<file path="src/rtl/ro_edge_counter_if.sv">
// ----------------------------------------------------------------------------
// ro_edge_counter_if
//   Result handshake between ro_edge_counter (producer) and the downstream
//   UART packetiser (consumer).
//
//   count_out       CNT_W  edge count of the last completed window
//   count_overflow  1      accumulator saturated during that window
//   count_valid     1      count_out / count_overflow hold an unconsumed result
//   count_ready     1      consumer accepts when count_valid & count_ready
//
//   master : producer side (drives result + valid, samples ready)
//   slave  : consumer side (samples result + valid, drives ready)
// ----------------------------------------------------------------------------
interface ro_edge_counter_if #(
  parameter int CNT_W = 16
);
  logic [CNT_W-1:0] count_out;
  logic             count_overflow;
  logic             count_valid;
  logic             count_ready;

  modport master (
    output count_out,
    output count_overflow,
    output count_valid,
    input  count_ready
  );

  modport slave (
    input  count_out,
    input  count_overflow,
    input  count_valid,
    output count_ready
  );
endinterface : ro_edge_counter_if

</file>
<file path="src/rtl/ro_edge_counter.sv">
// ----------------------------------------------------------------------------
// ro_edge_counter
//   Counts rising edges of a free-running (prescaled) ring-oscillator signal
//   between successive window_done pulses, snapshots each window's count and
//   offers it downstream over a valid/ready handshake. Windows that close
//   while a previous result is still unconsumed are counted as dropped.
//
//   Ports
//     clk          system clock
//     rst_n        asynchronous active-low reset
//     ro_in        ring-oscillator input, asynchronous to clk
//     window_done  single-cycle pulse closing the current window
//     res          result handshake (count_out, count_overflow,
//                  count_valid out; count_ready in)
//     dropped      saturating count of windows lost to back-pressure
//
//   A window is the set of clocks after one window_done up to and including
//   the next; an edge detected in the window_done cycle belongs to the
//   window being closed.
// ----------------------------------------------------------------------------
module ro_edge_counter #(
  parameter int CNT_W  = 16,
  parameter int DROP_W = 8
) (
  input  logic                  clk,
  input  logic                  rst_n,
  input  logic                  ro_in,
  input  logic                  window_done,
  ro_edge_counter_if.master     res,
  output logic [DROP_W-1:0]     dropped
);

  typedef enum logic {
    EMPTY = 1'b0,
    FULL  = 1'b1
  } state_t;

  // --------------------------------------------------------------------------
  // Synchroniser and rising-edge detect
  // --------------------------------------------------------------------------
  logic s1, s2, s3;
  logic rise;

  // NOTE: s1/s2 form a plain two-flop synchroniser; nothing but s2 may look at
  // s1, otherwise a metastable value leaks into the logic. s3 is an ordinary
  // delay stage used only for edge detection.
  always_ff @(posedge clk or negedge rst_n) begin
    if (!rst_n) begin
      s1 <= 1'b0;
      s2 <= 1'b0;
      s3 <= 1'b0;
    end else begin
      // NOTE: non-blocking assignments let the three stages shift in one clock;
      // blocking ones here would collapse the chain into a single flop.
      s1 <= ro_in;
      s2 <= s1;
      s3 <= s2;
    end
  end

  assign rise = s2 & ~s3;

  // --------------------------------------------------------------------------
  // Edge accumulator with saturation flag
  // --------------------------------------------------------------------------
  logic [CNT_W-1:0] acc;
  logic             sat;
  logic             acc_max;
  logic [CNT_W-1:0] snap;
  logic             snap_ovf;

  assign acc_max  = (acc == {CNT_W{1'b1}});
  // The edge seen in the closing cycle is folded into the snapshot, since the
  // accumulator itself is cleared on that same edge.
  assign snap     = acc_max ? acc : acc + {{(CNT_W-1){1'b0}}, rise};
  assign snap_ovf = sat | (acc_max & rise);

  always_ff @(posedge clk or negedge rst_n) begin
    if (!rst_n) begin
      acc <= '0;
      sat <= 1'b0;
    end else if (window_done) begin
      acc <= '0;
      sat <= 1'b0;
    end else if (rise) begin
      if (acc_max) sat <= 1'b1;
      else         acc <= acc + 1'b1;
    end
  end

  // --------------------------------------------------------------------------
  // Output FSM: EMPTY holds no result, FULL holds one awaiting the handshake
  // --------------------------------------------------------------------------
  state_t state, state_next;
  logic   load;
  logic   drop_inc;
  logic   handshake;

  // count_ready has no effect while EMPTY because count_valid is low there.
  assign handshake = res.count_valid & res.count_ready;

  always_ff @(posedge clk or negedge rst_n) begin
    if (!rst_n) state <= EMPTY;
    else        state <= state_next;
  end

  // NOTE: every output of this block gets a default first, so no path can
  // leave one unassigned and infer a latch.
  always_comb begin
    state_next = state;
    load       = 1'b0;
    drop_inc   = 1'b0;
    unique case (state)
      EMPTY: begin
        if (window_done) begin
          load       = 1'b1;
          state_next = FULL;
        end
      end
      FULL: begin
        if (window_done && handshake) begin
          // Old result leaves as the new one arrives: nothing is lost.
          load = 1'b1;
        end else if (window_done) begin
          // Consumer still holds off: the new window's result is discarded.
          drop_inc = 1'b1;
        end else if (handshake) begin
          state_next = EMPTY;
        end
      end
      default: state_next = EMPTY;
    endcase
  end

  assign res.count_valid = (state == FULL);

  always_ff @(posedge clk or negedge rst_n) begin
    if (!rst_n) begin
      res.count_out      <= '0;
      res.count_overflow <= 1'b0;
    end else if (load) begin
      res.count_out      <= snap;
      res.count_overflow <= snap_ovf;
    end
  end

  always_ff @(posedge clk or negedge rst_n) begin
    if (!rst_n) begin
      dropped <= '0;
    end else if (drop_inc && (dropped != {DROP_W{1'b1}})) begin
      dropped <= dropped + 1'b1;
    end
  end

endmodule : ro_edge_counter

</file>
<file path="src/flat_wrapper.sv">
// flat-port wrapper written by rule: the top's interface ports become plain ports
module ro_edge_counter_flat 
#(
  parameter int CNT_W  = 16,
  parameter int DROP_W = 8
)
  (clk, rst_n, ro_in, window_done, dropped, res_count_out, res_count_overflow, res_count_valid, res_count_ready);
  ro_edge_counter_if #(.CNT_W(CNT_W)) res_i ();
  input  logic clk;
  input  logic rst_n;
  input  logic ro_in;
  input  logic window_done;
  output logic [DROP_W-1:0] dropped;
  output wire logic [$bits(res_i.count_out)-1:0] res_count_out;
  output wire logic [$bits(res_i.count_overflow)-1:0] res_count_overflow;
  output wire logic [$bits(res_i.count_valid)-1:0] res_count_valid;
  input wire logic [$bits(res_i.count_ready)-1:0] res_count_ready;
  assign res_count_out = res_i.count_out;
  assign res_count_overflow = res_i.count_overflow;
  assign res_count_valid = res_i.count_valid;
  assign res_i.count_ready = res_count_ready;
  ro_edge_counter #(.CNT_W(CNT_W), .DROP_W(DROP_W)) u_core (.clk(clk), .rst_n(rst_n), .ro_in(ro_in), .window_done(window_done), .res(res_i), .dropped(dropped));
endmodule
</file>
<file path="config.mk">
export PLATFORM = sky130hd
export DESIGN_NAME = ro_edge_counter_flat
export DESIGN_NICKNAME = d
export VERILOG_FILES = /design/src/rtl/ro_edge_counter_if.sv /design/src/rtl/ro_edge_counter.sv /design/src/flat_wrapper.sv
export SDC_FILE = /design/constraint.sdc
export NUM_CORES = 1
export LEC_CHECK = 0
export ABC_AREA = 1
export BUFFER_PORTS_ARGS = -buffer_cell sky130_fd_sc_hd__buf_2
export CORE_ASPECT_RATIO = 0.6
export CORE_UTILIZATION = 35
export DETAILED_ROUTE_END_ITERATION = 8
export SKIP_CTS_REPAIR_TIMING = 1
export SYNTH_ARGS = -nofsm -noshare
export SYNTH_HDL_FRONTEND = slang
export SYNTH_SLANG_ARGS = --single-unit
</file>
<file path="constraint.sdc">
create_clock -name clk -period 5 [get_ports clk]
set_input_delay 0.5 -clock clk [delete_from_list [all_inputs] [get_ports clk]]
set_output_delay 0.5 -clock clk [all_outputs]
set_load 0.03 [all_outputs]
</file>
# Yosys cells after proc, flatten, opt, wreduce, memory -nomap -nowiden
# Cells that the tools add are included.
# word_totals
reg_bits	46
in_bits	5
out_inout_bits	26
wordCells	43
# op_classes
reduce_logical	6
eq_ne	3
n_bitwise	6
addsub	3
mux	16
# ops
op	count
$mux W16	4
$add A16 B1 Y16	1
$add A16 B1 Y16 const B	1
$eq A16 B16 Y1 const B	1
$mux W1	10
$add A8 B1 Y8 const B	1
$ne A8 B8 Y1 const B	1
$pmux W1 S2	2
$reduce_and A2 Y1	2
$reduce_bool A2 Y1	2
$and A1 B1 Y1	3
$logic_and A1 B1 Y1	2
$ne A2 B2 Y1 const B	1
$not A1 Y1	2
$or A1 B1 Y1	1

# Depth between registers and ports, before layout
# Gate-level depths: netlist of run 1.
# depth
word_depth	5
mapped_depth	11
mapped_depth_nobuf	11

# Worst setup path after synthesis of run 1
# Ideal clock, no wire load.
# synth_timing
kind	register to register
startpoint	reg u_core.s3
endpoint	reg u_core.res.count_out[14]
path_buffers	0
synth_period_minus_slack_ns	1.798
t_required_ns	4.883
arrival_time_ns	1.680
setup_time_ns	0.117
path_stages_with_launch	11
path_slack_ns	3.202
path_cell_list	dfrtp_1 nor2_1 ha_1 ha_1 nand3_1 nor2_1 nand3_1 nand2_1 nand2_1 nor2_1 nor2_1
# synth_via
elab_chain_cells	4
# synth_rtl
element	line_no	text
start, declared	ro_edge_counter.sv:41	logic s1, s2, s3;
start signal, assigned	ro_edge_counter.sv:51	s3 <= 1'b0;
start signal, assigned	ro_edge_counter.sv:57	s3 <= s2;
$not A1 Y1	ro_edge_counter.sv:61	assign rise = s2 & ~s3;
$and A1 B1 Y1	ro_edge_counter.sv:61	
$add A16 B1 Y16	ro_edge_counter.sv:75	assign snap = acc_max ? acc : acc + {{(CNT_W-1){1'b0}}, rise};
$mux W16	ro_edge_counter.sv:75	
end signal, assigned	ro_edge_counter.sv:142	res.count_out <= snap;
end, declared	ro_edge_counter_if.sv:23	output count_out,
# Every way passes these cells.
# A chain may end at the register's enable or synchronous reset.

# Final worst setup path of run 1
# layout_timing
startpoint	reg u_core.s2
endpoint	reg u_core.res.count_out[10]
# layout_via
elab_chain_cells	3
# layout_rtl
element	line_no	text
start, declared	ro_edge_counter.sv:41	
start signal, assigned	ro_edge_counter.sv:50	s2 <= 1'b0;
start signal, assigned	ro_edge_counter.sv:56	s2 <= s1;
$and A1 B1 Y1	ro_edge_counter.sv:61	
$add A16 B1 Y16	ro_edge_counter.sv:75	
$mux W16	ro_edge_counter.sv:75	
# Every way passes these cells.

==> out/results.txt, run 1 <==
Global-route usage over all layers - 17.98%
Path category of the worst min-delay check - primary input to flip-flop
Number of global-route vias before repair - 1,931
Clock Tree Root - sky130_fd_sc_hd__clkbuf_16
Average detailed-routed wire length per instance - 13.67 um
Placed instance count - 450
Maximum number of pins on one net before global-route repair - 47
Portion of total power attributed to combinational logic - 19.1%
Portion of total power attributed to sequential cells - 46.5%
Global placer's final weighted congestion - 0.8780
Unrepaired setup endpoints after global routing - no
Maximum vdd drop - 127.9 uV
Area added between synthesis and finish - 13.69%
Cells after synthesis - 341
Net switching power figure - 0.0002935 W
Chip Height - 68.35 um
Yosys warnings - 0
Net switching fraction of the power - 31.63%
Number of hold-slack violations in the final timing report - 0
Combined area of all synthesized cells - 2567 um^2
Internal Dissipation - 0.0006345 W
Share of cells above drive strength 1 - 13.24%
Post-route antenna net violation count - 0
Global route overflow - 0
Power per unit of standard cell area - 317.9 nW/um^2
First-pass GRT wire length - 10,340 um
Antenna diode count - 0
Worst-skew pair later-pin latency - 290 ps
Total power - 0.0009280 W
Number of distinct library cell variants in the gate-level netlist after synthesis - 26
Element type at the critical path end - flip-flop
Biggest fanout along the worst timing path - 6
Post-detailed-placement cell area - 2783 um^2
NumNets Final - 379
Critical path data required time - 5180 ps
Final setup violating endpoints - 0
Clk slew on worst S/H paths - 60 ps
Pre-antenna DRT Iters - 5
Max-cap violations - 0
Port Buffers - 30
Worst clock skew - 4.840 ps
Most common cell after layout, fill and taps aside - sky130_fd_sc_hd__nand2_1
Top-level port count - 31
Startpoint kind of the worst setup timing path - flip-flop
Worst slew margin relative to its limit - 32.67%
Per-cell via count in the routed design - 4.945
Combined area of the multi-input logic cells - 1241 um^2
Total area of sequential cells - 1151 um^2
CTS tree - yes
Highest achievable clock rate - 447.7 MHz
Run status - finished clean
Leakage - 1.453 nW
Total number of vias - 2,260
Most used cells in the layout excluding fill and tap cells - sky130_fd_sc_hd__nand2_1, sky130_fd_sc_hd__nor2_1, sky130_fd_sc_hd__dfrtp_1
Final standard cell count with taps included and fillers excluded - 457
Share of the cycle needed by the critical path after routing - 44.68%
Die Width - 112.6 um
Violation count after the first detailed-routing iteration - 149
CP Data Arrival Time - 2410 ps
Number of clock buffers inserted by TritonCTS - 5
Max Root-Sink Buffers - 2
Synthesized area per cell - 7.529 um^2
Number of placement rows - 23
Portion of the post-synthesis area used by sequential elements - 44.83%
Worst-margin pin slew - 1010 ps
Filler cell count - 703
Initial cell density of the core - 37.33%
Clk network pwr share - 34.4%
Design Area, Final - 2919 um^2
Post-route DRC - 0
Die outline area - 7694 um^2
Initial antenna violation count - 0
Post-detailed-placement half-perimeter wirelength - 4720 um
Setup Total Neg Slack - 0 ps
Slew Viols, Final - 0
Number of clock sinks seen by CTS - 46
Number of flip-flops and latches in the synthesized netlist - 46
CTS HTree Levels - 2
Number of cell instances on the worst register-to-register path - 11
Net Count, Synth - 350
Category of the critical setup timing path - flip-flop to flip-flop
Routed Wire Length - 6246 um
Hold Path Depth - 1
Period minus WS final - 2234 ps
Core area - 6878 um^2
area by class of cell:
cell class / count / share of cell area (%)
clock inverter: 1 / 0.2572
timing repair buffer: 30 / 5.144
inverter: 35 / 4.501
clock buffer: 6 / 4.415
tap: 87 / 3.729
sequential: 46 / 39.43
multi-input combinational: 252 / 42.52
critical path, cell delays in order (launching register included):
cell	delay, ps
sky130_fd_sc_hd__dfrtp_1	350
sky130_fd_sc_hd__inv_1	50
sky130_fd_sc_hd__nor2_1	360
sky130_fd_sc_hd__ha_1	310
sky130_fd_sc_hd__ha_1	200
sky130_fd_sc_hd__nand3_1	180
sky130_fd_sc_hd__inv_1	120
sky130_fd_sc_hd__nand2_1	90
sky130_fd_sc_hd__o21ai_0	150
sky130_fd_sc_hd__nand3_1	150
sky130_fd_sc_hd__nand2_1	100
sky130_fd_sc_hd__nand2_1	60
metal layers:
layer | GRT usage, % | vias up | part of all wire [%]
met1 | 29.73 | 1038 | 57
met3 | 4.872 | 8 | 7.3
met2 | 21.06 | 62 | 35
li1 | - | 1152 | -
met4 | 4.833 | 0 | 0.94
met5 | 0 | - | 0
worst paths after layout:
check	startpoint	end	slack, ps
max in group asynchronous	rst_n	u_core.res.count_out[14]	3990
min in group asynchronous	rst_n	u_core.res.count_out[0]	380
worst max register to register	u_core.s2	u_core.res.count_out[10]	2770
worst min register to register	u_core.s1	u_core.s2	380
worst min-delay path	ro_in	u_core.s1	320
worst max-delay path	u_core.s2	u_core.res.count_out[10]	2770
power by group through the flow:
stage                     sequential (W)  clock [W]  combinational (W)
after floorplan                 0.000492          0          0.0000651
after global placement          0.000438          0           0.000176
after detailed placement        0.000438          0           0.000179
after CTS                       0.000432   0.000328           0.000180
after global routing            0.000436   0.000345           0.000196
final                           0.000431   0.000320           0.000177
per-stage QoR:
stage / setup WS [ps] / utilization, % / hold WS [ps]
floorplan: 3202 / - / 204.4
global placement: 2875 / 40.46 / 360.2
detailed placement: 2798 / 40.46 / 368.2
CTS: 2781 / 42.44 / 321.5
global route: 2551 / 42.44 / 314.7
finish: 2766 / 42.44 / 324.2
sequential cells by signal (all words and copies together), names as in the netlist:
name / flops
u_core.s2: 1
u_core.sat: 1
u_core.dropped: 8
u_core.res.count_out: 16
u_core.res.count_valid: 1
u_core.s3: 1
u_core.s1: 1
u_core.acc: 16
u_core.res.count_overflow: 1
synthesized netlist by cell type (all sizes together):
| master | count | area [um^2] |
|---|---|---|
| nand2 | 104 | 412.9 |
| nor2 | 50 | 219.0 |
| dfrtp | 46 | 1151 |
| inv | 35 | 131.4 |
| nand3 | 32 | 160.2 |
| o21ai | 26 | 130.1 |
| xor2 | 13 | 113.9 |
| nand4 | 12 | 75.07 |
| buf | 4 | 28.78 |
| clkbuf | 4 | 15.01 |
| ha | 4 | 50.05 |
| a31oi | 3 | 18.77 |
| xnor2 | 3 | 26.28 |
| a21boi | 1 | 11.26 |
| a21oi | 1 | 5.000 |
| nand3b | 1 | 7.510 |
| nor3 | 1 | 5.000 |
| or2 | 1 | 6.260 |
cell families after synthesis:
family / Yosys count / synth area share [%]
buffers and inverters: 43 / 6.823
AO/OA/AOI/OAI: 31 / 6.433
XOR/XNOR: 16 / 5.458
adder cells (fa/ha/maj): 4 / 1.949
flip-flops: 46 / 44.83
AND/OR/NAND/NOR: 201 / 34.50
Note: power is estimated with default switching activity, not from simulation.
==> run 2, diff against run 1 <==
--- a/config.mk
+++ b/config.mk
@@ -5,7 +5,7 @@
 export SDC_FILE = /design/constraint.sdc
 export NUM_CORES = 1
 export LEC_CHECK = 0
-export ABC_AREA = 1
+export ABC_AREA = 0
 export BUFFER_PORTS_ARGS = -buffer_cell sky130_fd_sc_hd__buf_2
 export CORE_ASPECT_RATIO = 0.6
 export CORE_UTILIZATION = 35
==> constraint.sdc (replaced) <==
create_clock -name clk -period 2.2 [get_ports clk]
set_input_delay 0.22 -clock clk [delete_from_list [all_inputs] [get_ports clk]]
set_output_delay 0.22 -clock clk [all_outputs]
set_load 0.03 [all_outputs]
==> run 2 against run 1 <==
Clock skew grew 3.8 ps. Register-to-register slack lost 2600 ps. Global-route usage shrank 0.84 points. Largest cell class unchanged. Wire length shrank 13%. Design area shrank 2.3%. Clock-buffer cell count shrank 1. Sequential share of layout area grew 0.92 points.
==> out/results.txt, run 2 <==
Die Width - 108.3 um (-3.8%)
Number of enable-type register cells in the synthesized netlist - 0 (unchanged)
CP Data Arrival Time - 2210 ps (-200 ps)
Share of the cycle needed by the critical path after routing - 92.74% (+48 points)
Net switching power figure - 0.0006717 W (+130%)
Final standard cell count with taps included and fillers excluded - 371 (-19%)
Portion of total power attributed to sequential cells - 46.7% (+0.2 points)
Reg-to-reg slack, setup - 160 ps (-2610 ps)
Clock Tree Root - sky130_fd_sc_hd__clkbuf_16
Number of distinct library cell variants in the gate-level netlist after synthesis - 41 (+58%)
Biggest regs - u_core.acc x16, u_core.res.count_out x16, u_core.dropped x8
Portion of the post-synthesis area used by sequential elements - 48.55% (+3.7 points)
Die outline area - 7118 um^2 (-7.5%)
Global placer's final weighted congestion - 0.8029 (-8.6%)
Violation count after the first detailed-routing iteration - 85 (-43%)
Net switching fraction of the power - 31.54% (-0.089 points)
Max-cap violations - 0 (unchanged)
Element type at the critical path end - flip-flop
Antenna diode count - 0 (unchanged)
CTS tree - yes
Cell type of the slowest stage on the worst timing path - sky130_fd_sc_hd__dfrtp_1
Initial antenna violation count - 0 (unchanged)
Number of global-route vias before repair - 1,794 (-7.1%)
Maximum number of pins on one net before global-route repair - 47 (unchanged)
Startpoint kind of the worst setup timing path - flip-flop
Most common cell after layout, fill and taps aside - sky130_fd_sc_hd__dfrtp_1
Share of synthesized registers carrying an async set or reset - 100.0% (unchanged)
Slew Viols, Final - 0 (unchanged)
Highest achievable clock rate - 490.2 MHz (+9.5%)
Internal Dissipation - 0.001458 W (+130%)
Crit-path cells - nand4b_1 > or3_1 > nor4_2 > buf_4 > mux2_1
Category of the critical setup timing path - flip-flop to flip-flop
Number of clock buffers inserted by TritonCTS - 5 (unchanged)
Run status - finished clean
Worst clock skew - 8.612 ps (+3.773 ps)
Leakage - 1.198 nW (-18%)
Clk slew on worst S/H paths - 70 ps (about the same)
Setup Total Neg Slack - 0 ps (unchanged)
Area share of the largest cell type after synthesis - 48.55% (+3.7 points)
Cell with the most instances after synthesis - sky130_fd_sc_hd__dfrtp_1
First-pass GRT wire length - 9266 um (-10%)
Port Buffers - 30 (unchanged)
Number of hold-slack violations in the final timing report - 0 (unchanged)
Worst-margin pin slew - 598.7 ps (-411.2 ps)
Post-route DRC - 0 (unchanged)
Critical path data required time - 2370 ps (-2810 ps)
Prevailing post-synth register cell - sky130_fd_sc_hd__dfrtp_1
CTS HTree Levels - 2 (unchanged)
Chip Height - 65.76 um (-3.8%)
Dominant cell type by area after synthesis - sky130_fd_sc_hd__dfrtp_1
Post-route antenna net violation count - 0 (unchanged)
Worst hold margin - 5.448 ps (-318.8 ps)
Top-level port count - 31 (unchanged)
Routed Wire Length - 5422 um (-13%)
Clk network pwr share - 36.3% (+1.9 points)
Total number of vias - 1,945 (-14%)
Period minus WS final - 2040 ps (-193.6 ps)
Cell types with the largest area share after synthesis - sky130_fd_sc_hd__dfrtp_1, sky130_fd_sc_hd__o31ai_1, sky130_fd_sc_hd__nand2_1
Number of flip-flops and latches in the synthesized netlist - 46 (unchanged)
Max Root-Sink Buffers - 2 (unchanged)
Area added between synthesis and finish - 20.32%
Total power - 0.002130 W (+130%)
Cells after synthesis - 248 (-27%)
Unrepaired setup endpoints after global routing - no
Net Count, Synth - 257 (-27%)
Number of clock sinks seen by CTS - 46 (unchanged)
Biggest fanout along the worst timing path - 8 (+2)
Initial cell density of the core - 37.45% (+0.12 points)
Most used cells in the layout excluding fill and tap cells - sky130_fd_sc_hd__dfrtp_1, sky130_fd_sc_hd__buf_2, sky130_fd_sc_hd__nand2_1
NumNets Final - 295 (-22%)
Largest stage delay, worst path - 480 ps (+120 ps)
Portion of total power attributed to combinational logic - 17.0% (-2.1 points)
Post-detailed-placement half-perimeter wirelength - 3943 um (-16%)
Per-cell via count in the routed design - 5.243 (+6.0%)
Maximum vdd drop - 480.0 uV (+280%)
Post-detailed-placement cell area - 2689 um^2 (-3.4%)
Global-route usage over all layers - 17.14% (-0.84 points)
Worst-skew pair later-pin latency - 290 ps (about the same)
Number of placement rows - 22 (-4.3%)
Design Area, Final - 2853 um^2 (-2.3%)
Final setup violating endpoints - 0 (unchanged)
Combined area of all synthesized cells - 2371 um^2 (-7.7%)
Global route overflow - 0 (unchanged)
Power per unit of standard cell area - 746.5 nW/um^2 (+130%)
Worst slew margin relative to its limit - 60.09% (+27 points)
Commonest cells in the netlist - sky130_fd_sc_hd__dfrtp_1, sky130_fd_sc_hd__nand2_1, sky130_fd_sc_hd__nor2_1, sky130_fd_sc_hd__o31ai_1, sky130_fd_sc_hd__a31oi_1
Path category of the worst min-delay check - primary input to asynchronous set/reset pin
Yosys warnings - 0 (unchanged)
Average detailed-routed wire length per instance - 14.61 um (+6.9%)
Share of cells above drive strength 1 - 22.30% (+9.1 points)
Pre-antenna DRT Iters - 4 (-1)
Placed instance count - 363 (-19%)
Synthesized area per cell - 9.561 um^2 (+27%)
Core area - 6331 um^2 (-7.9%)
==> run 2: final timing paths <==
path / depth (start not counted) / from / to
max in group asynchronous: 2 / rst_n / u_core.res.count_out[12]
min in group clk: 1 / ro_in / u_core.s1
min: 2 / rst_n / u_core.dropped[3]
max: 5 / u_core.acc[1] / u_core.acc[13]
min reg2reg: 0 / u_core.s1 / u_core.s2
max reg2reg: 5 / u_core.acc[1] / u_core.acc[13]
==> run 2: critical path, delay by kind of cell (launching register included) <==
| kind | cells | cell delay [ps] |
|---|---|---|
| buffers and inverters | 1 | 170 |
| DFF | 1 | 480 |
| and+or+nand+nor | 3 | 970 |
| muxes | 1 | 300 |
==> run 2: cells by family after synthesis <==
logic type,after synthesis,synth area share [%]
AOI/OAI and AO/OA,52,13.98
DFF,46,48.55
xor gates and xnor gates,10,3.694
and+or+nand+nor,111,25.70
adders and majority gates,4,2.111
muxes,6,2.639
buffers and inverters,19,3.324
==> run 2: stage by stage <==
| step | util [%] | setup WS (ps) |
|---|---|---|
| 2_1_floorplan | - | 295.2 |
| 3_3_place_gp | 42.47 | 32.20 |
| 3_5_place_dp | 42.47 | 60.68 |
| 4_1_cts | 44.84 | 42.70 |
| 5_1_grt | 45.06 | 49.77 |
| 6_report | 45.06 | 159.8 |
==> run 2: area by class of cell <==
class	count	area, um^2
clock inverters	3	25.02
multi-input cells	183	1161
flip-flops and latches	46	1151
clock buffers	5	125.1
inverters	4	15.01
repair buffers	46	270.3
well taps	84	105.1
fillers	619	3478
==> run 2: layer usage <==
metal  wire length, um  GRT usage (%)
met5                 0              0
met4                42          4.054
met3               324          3.770
met2              2084          23.73
met1              2969          26.54
==> run 2: power by group through the flow <==
stage,combinational [W],sequential [W],clock [W]
5_1_grt,0.000401,0.00101,0.000841
6_report,0.000362,0.000994,0.000774
3_5_place_dp,0.000368,0.00101,0
2_1_floorplan,0.000114,0.00114,0
3_3_place_gp,0.000365,0.00101,0
4_1_cts,0.000368,0.000994,0.000792
==> run 3, diff against run 2 <==
--- a/config.mk
+++ b/config.mk
@@ -7,7 +7,7 @@
 export LEC_CHECK = 0
 export ABC_AREA = 0
 export BUFFER_PORTS_ARGS = -buffer_cell sky130_fd_sc_hd__buf_2
-export CORE_ASPECT_RATIO = 0.6
+export CORE_ASPECT_RATIO = 0.5
 export CORE_UTILIZATION = 35
 export DETAILED_ROUTE_END_ITERATION = 8
 export SKIP_CTS_REPAIR_TIMING = 1
==> run 3 against run 2 <==
Clock power is 2% lower. Sequential share of layout area is 0.50 points higher. Worst hold slack better by 32 ps. Design area is 1.2% lower. Via count is 0.57% higher. Largest power group unchanged. Highest routed layer unchanged.
==> out/results.txt, run 3 (synthesized netlist as in run 2, its figures left out) <==
CP Data Arrival Time - 2260 ps (+50 ps)
Setup crit start - u_core.s2
Global placer's final weighted congestion - 0.8140 (+1.4%)
Period minus WS final - 2053 ps (+13.13 ps)
Number of global-route vias before repair - 1,863 (+3.8%)
Element type at the critical path end - flip-flop
Core area - 6306 um^2 (-0.40%)
Global route overflow - 0 (unchanged)
Area added between synthesis and finish - 18.84%
Port Buffers - 30 (unchanged)
Top Family by Delay on Critical Path - simple AND/OR/NAND/NOR gates
Share of the cycle needed by the critical path after routing - 93.33% (+0.60 points)
First-pass GRT wire length - 8825 um (-4.8%)
Post-route antenna net violation count - 0 (unchanged)
Clock Tree Root - sky130_fd_sc_hd__clkbuf_16
Number of clock sinks seen by CTS - 46 (unchanged)
Category of the critical setup timing path - flip-flop to flip-flop
Count of cell instances traversed by the critical path - 6 (+1)
Max Root-Sink Buffers - 2 (unchanged)
Die Width - 118.4 um (+9.4%)
Violation count after the first detailed-routing iteration - 125 (+47%)
Power per unit of standard cell area - 754.9 nW/um^2 (+1.1%)
Beginning of the worst register-to-register path - u_core.s2
Biggest fanout along the worst timing path - 9 (+1)
NumNets Final - 289 (-2.0%)
Post-detailed-placement half-perimeter wirelength - 3741 um (-5.1%)
Top-level port count - 31 (unchanged)
Setup Total Neg Slack - 0 ps (unchanged)
Most used cells in the layout excluding fill and tap cells - sky130_fd_sc_hd__dfrtp_1, sky130_fd_sc_hd__buf_2, sky130_fd_sc_hd__nand2_1
Post-detailed-placement cell area - 2654 um^2 (-1.3%)
Biggest regs - u_core.acc x16, u_core.res.count_out x16, u_core.dropped x8
Worst-margin pin slew - 638.8 ps (+40.12 ps)
Cell type of the slowest stage on the worst timing path - sky130_fd_sc_hd__or4_1
Worst clock skew - 2.239 ps (-6.373 ps)
Combined area of the multi-input logic cells - 1150 um^2 (-0.97%)
Maximum vdd drop - 509.8 uV (+6.2%)
Per-cell via count in the routed design - 5.301 (+1.1%)
Die outline area - 7128 um^2 (+0.13%)
Filler cell count - 620 (+0.16%)
Hold Path Depth - 1
Critical path data required time - 2410 ps (+40 ps)
CTS tree - yes
Final setup violating endpoints - 0 (unchanged)
Total number of vias - 1,956 (+0.57%)
Share of cells above drive strength 1 - 19.22% (-3.1 points)
Unrepaired setup endpoints after global routing - no
Chip Height - 60.20 um (-8.4%)
Startpoint kind of the worst setup timing path - flip-flop
Path category of the worst min-delay check - primary input to flip-flop
Slew Viols, Final - 0 (unchanged)
Worst slew margin relative to its limit - 56.74% (-3.3 points)
Design Area, Final - 2818 um^2 (-1.2%)
Number of hold-slack violations in the final timing report - 0 (unchanged)
Highest achievable clock rate - 487.0 MHz (-0.64%)
Average detailed-routed wire length per instance - 14.14 um (-3.3%)
Number of cell instances on the worst register-to-register path - 6 (+1)
Leakage - 1.170 nW (-2.4%)
Number of clock buffers inserted by TritonCTS - 5 (unchanged)
Post-route DRC - 0 (unchanged)
Max-cap violations - 0 (unchanged)
Largest stage delay, worst path - 490 ps (about the same)
Maximum number of pins on one net before global-route repair - 26 (-45%)
Run status - finished clean
Initial antenna violation count - 0 (unchanged)
Initial cell density of the core - 37.60% (+0.15 points)
Number of placement rows - 20 (-9.1%)
Launch instance of the worst min-delay path - ro_in
Routed Wire Length - 5216 um (-3.8%)
Crit-path cells - nor2b_1 > ha_1 > nand3_1 > or2_1 > or4_1 > a31oi_1
Total area of sequential cells - 1151 um^2 (unchanged)
Worst-skew pair later-pin latency - 290 ps (about the same)
Global-route usage over all layers - 16.15% (-0.98 points)
Pre-antenna DRT Iters - 4 (unchanged)
Combined buffer and inverter count along the critical path - 0 (-1)
CTS HTree Levels - 2 (unchanged)
Clk slew on worst S/H paths - 60 ps (about the same)
Antenna diode count - 0 (unchanged)
Most common cell after layout, fill and taps aside - sky130_fd_sc_hd__dfrtp_1
## run 3: routing by layer
layer / global-route usage (%) / up-vias / part of all wire, %
li1: - / 979 / -
met1: 21.05 / 947 / 52
met3: 5.534 / 5 / 2.9
met4: 4.702 / 0 / 1.0
met5: 0 / - / 0
met2: 25.80 / 25 / 44
## run 3: path summary, 6_finish.rpt
check | end | slack (ps)
worst max-delay path | u_core.res.count_out[11] | 150
worst min-delay path | u_core.s1 | 40
worst max register to register | u_core.res.count_out[11] | 150
worst min register to register | u_core.s2 | 350
max in group asynchronous | u_core.acc[9] | 1240
min in group asynchronous | u_core.res.count_out[1] | 450
## run 3: metrics by stage
step | cells | power (W) | hold WS [ps] | setup WS (ps) | util [%]
detailed placement | 360 | 0.001386 | 231.1 | 174.6 | 42.08
finish | 369 | 0.002127 | 37.53 | 146.7 | 44.68
CTS | 368 | 0.002157 | -78.27 | 153.0 | 44.48
global placement | 360 | 0.001374 | 223.3 | 191.6 | 42.08
floorplan | 248 | 0.001251 | -75.59 | 295.2 | -
global route | 369 | 0.002244 | 29.26 | 4.379 | 44.68
## run 3: report_power, final
group | switching [W] | total [W] | leakage, nW | internal [W]
clock network | 0.000311 | 0.000761 | 0.0729 | 0.000450
registers | 0.0000786 | 0.000997 | 0.607 | 0.000919
logic | 0.000252 | 0.000369 | 0.490 | 0.000116
total | 0.000642 | 0.00213 | 1.17 | 0.00148
## run 3: final cells by class
cell class                      instances  share of cell area (%)
Timing Repair Buffer                   40                   8.526
Multi-Input combinational cell        183                   40.81
Inverter                                4                  0.5329
Sequential cell                        46                   40.85
Clock buffer                            6                   4.929
Tap cell                               88                   3.908
Clock inverter                          2                  0.4441
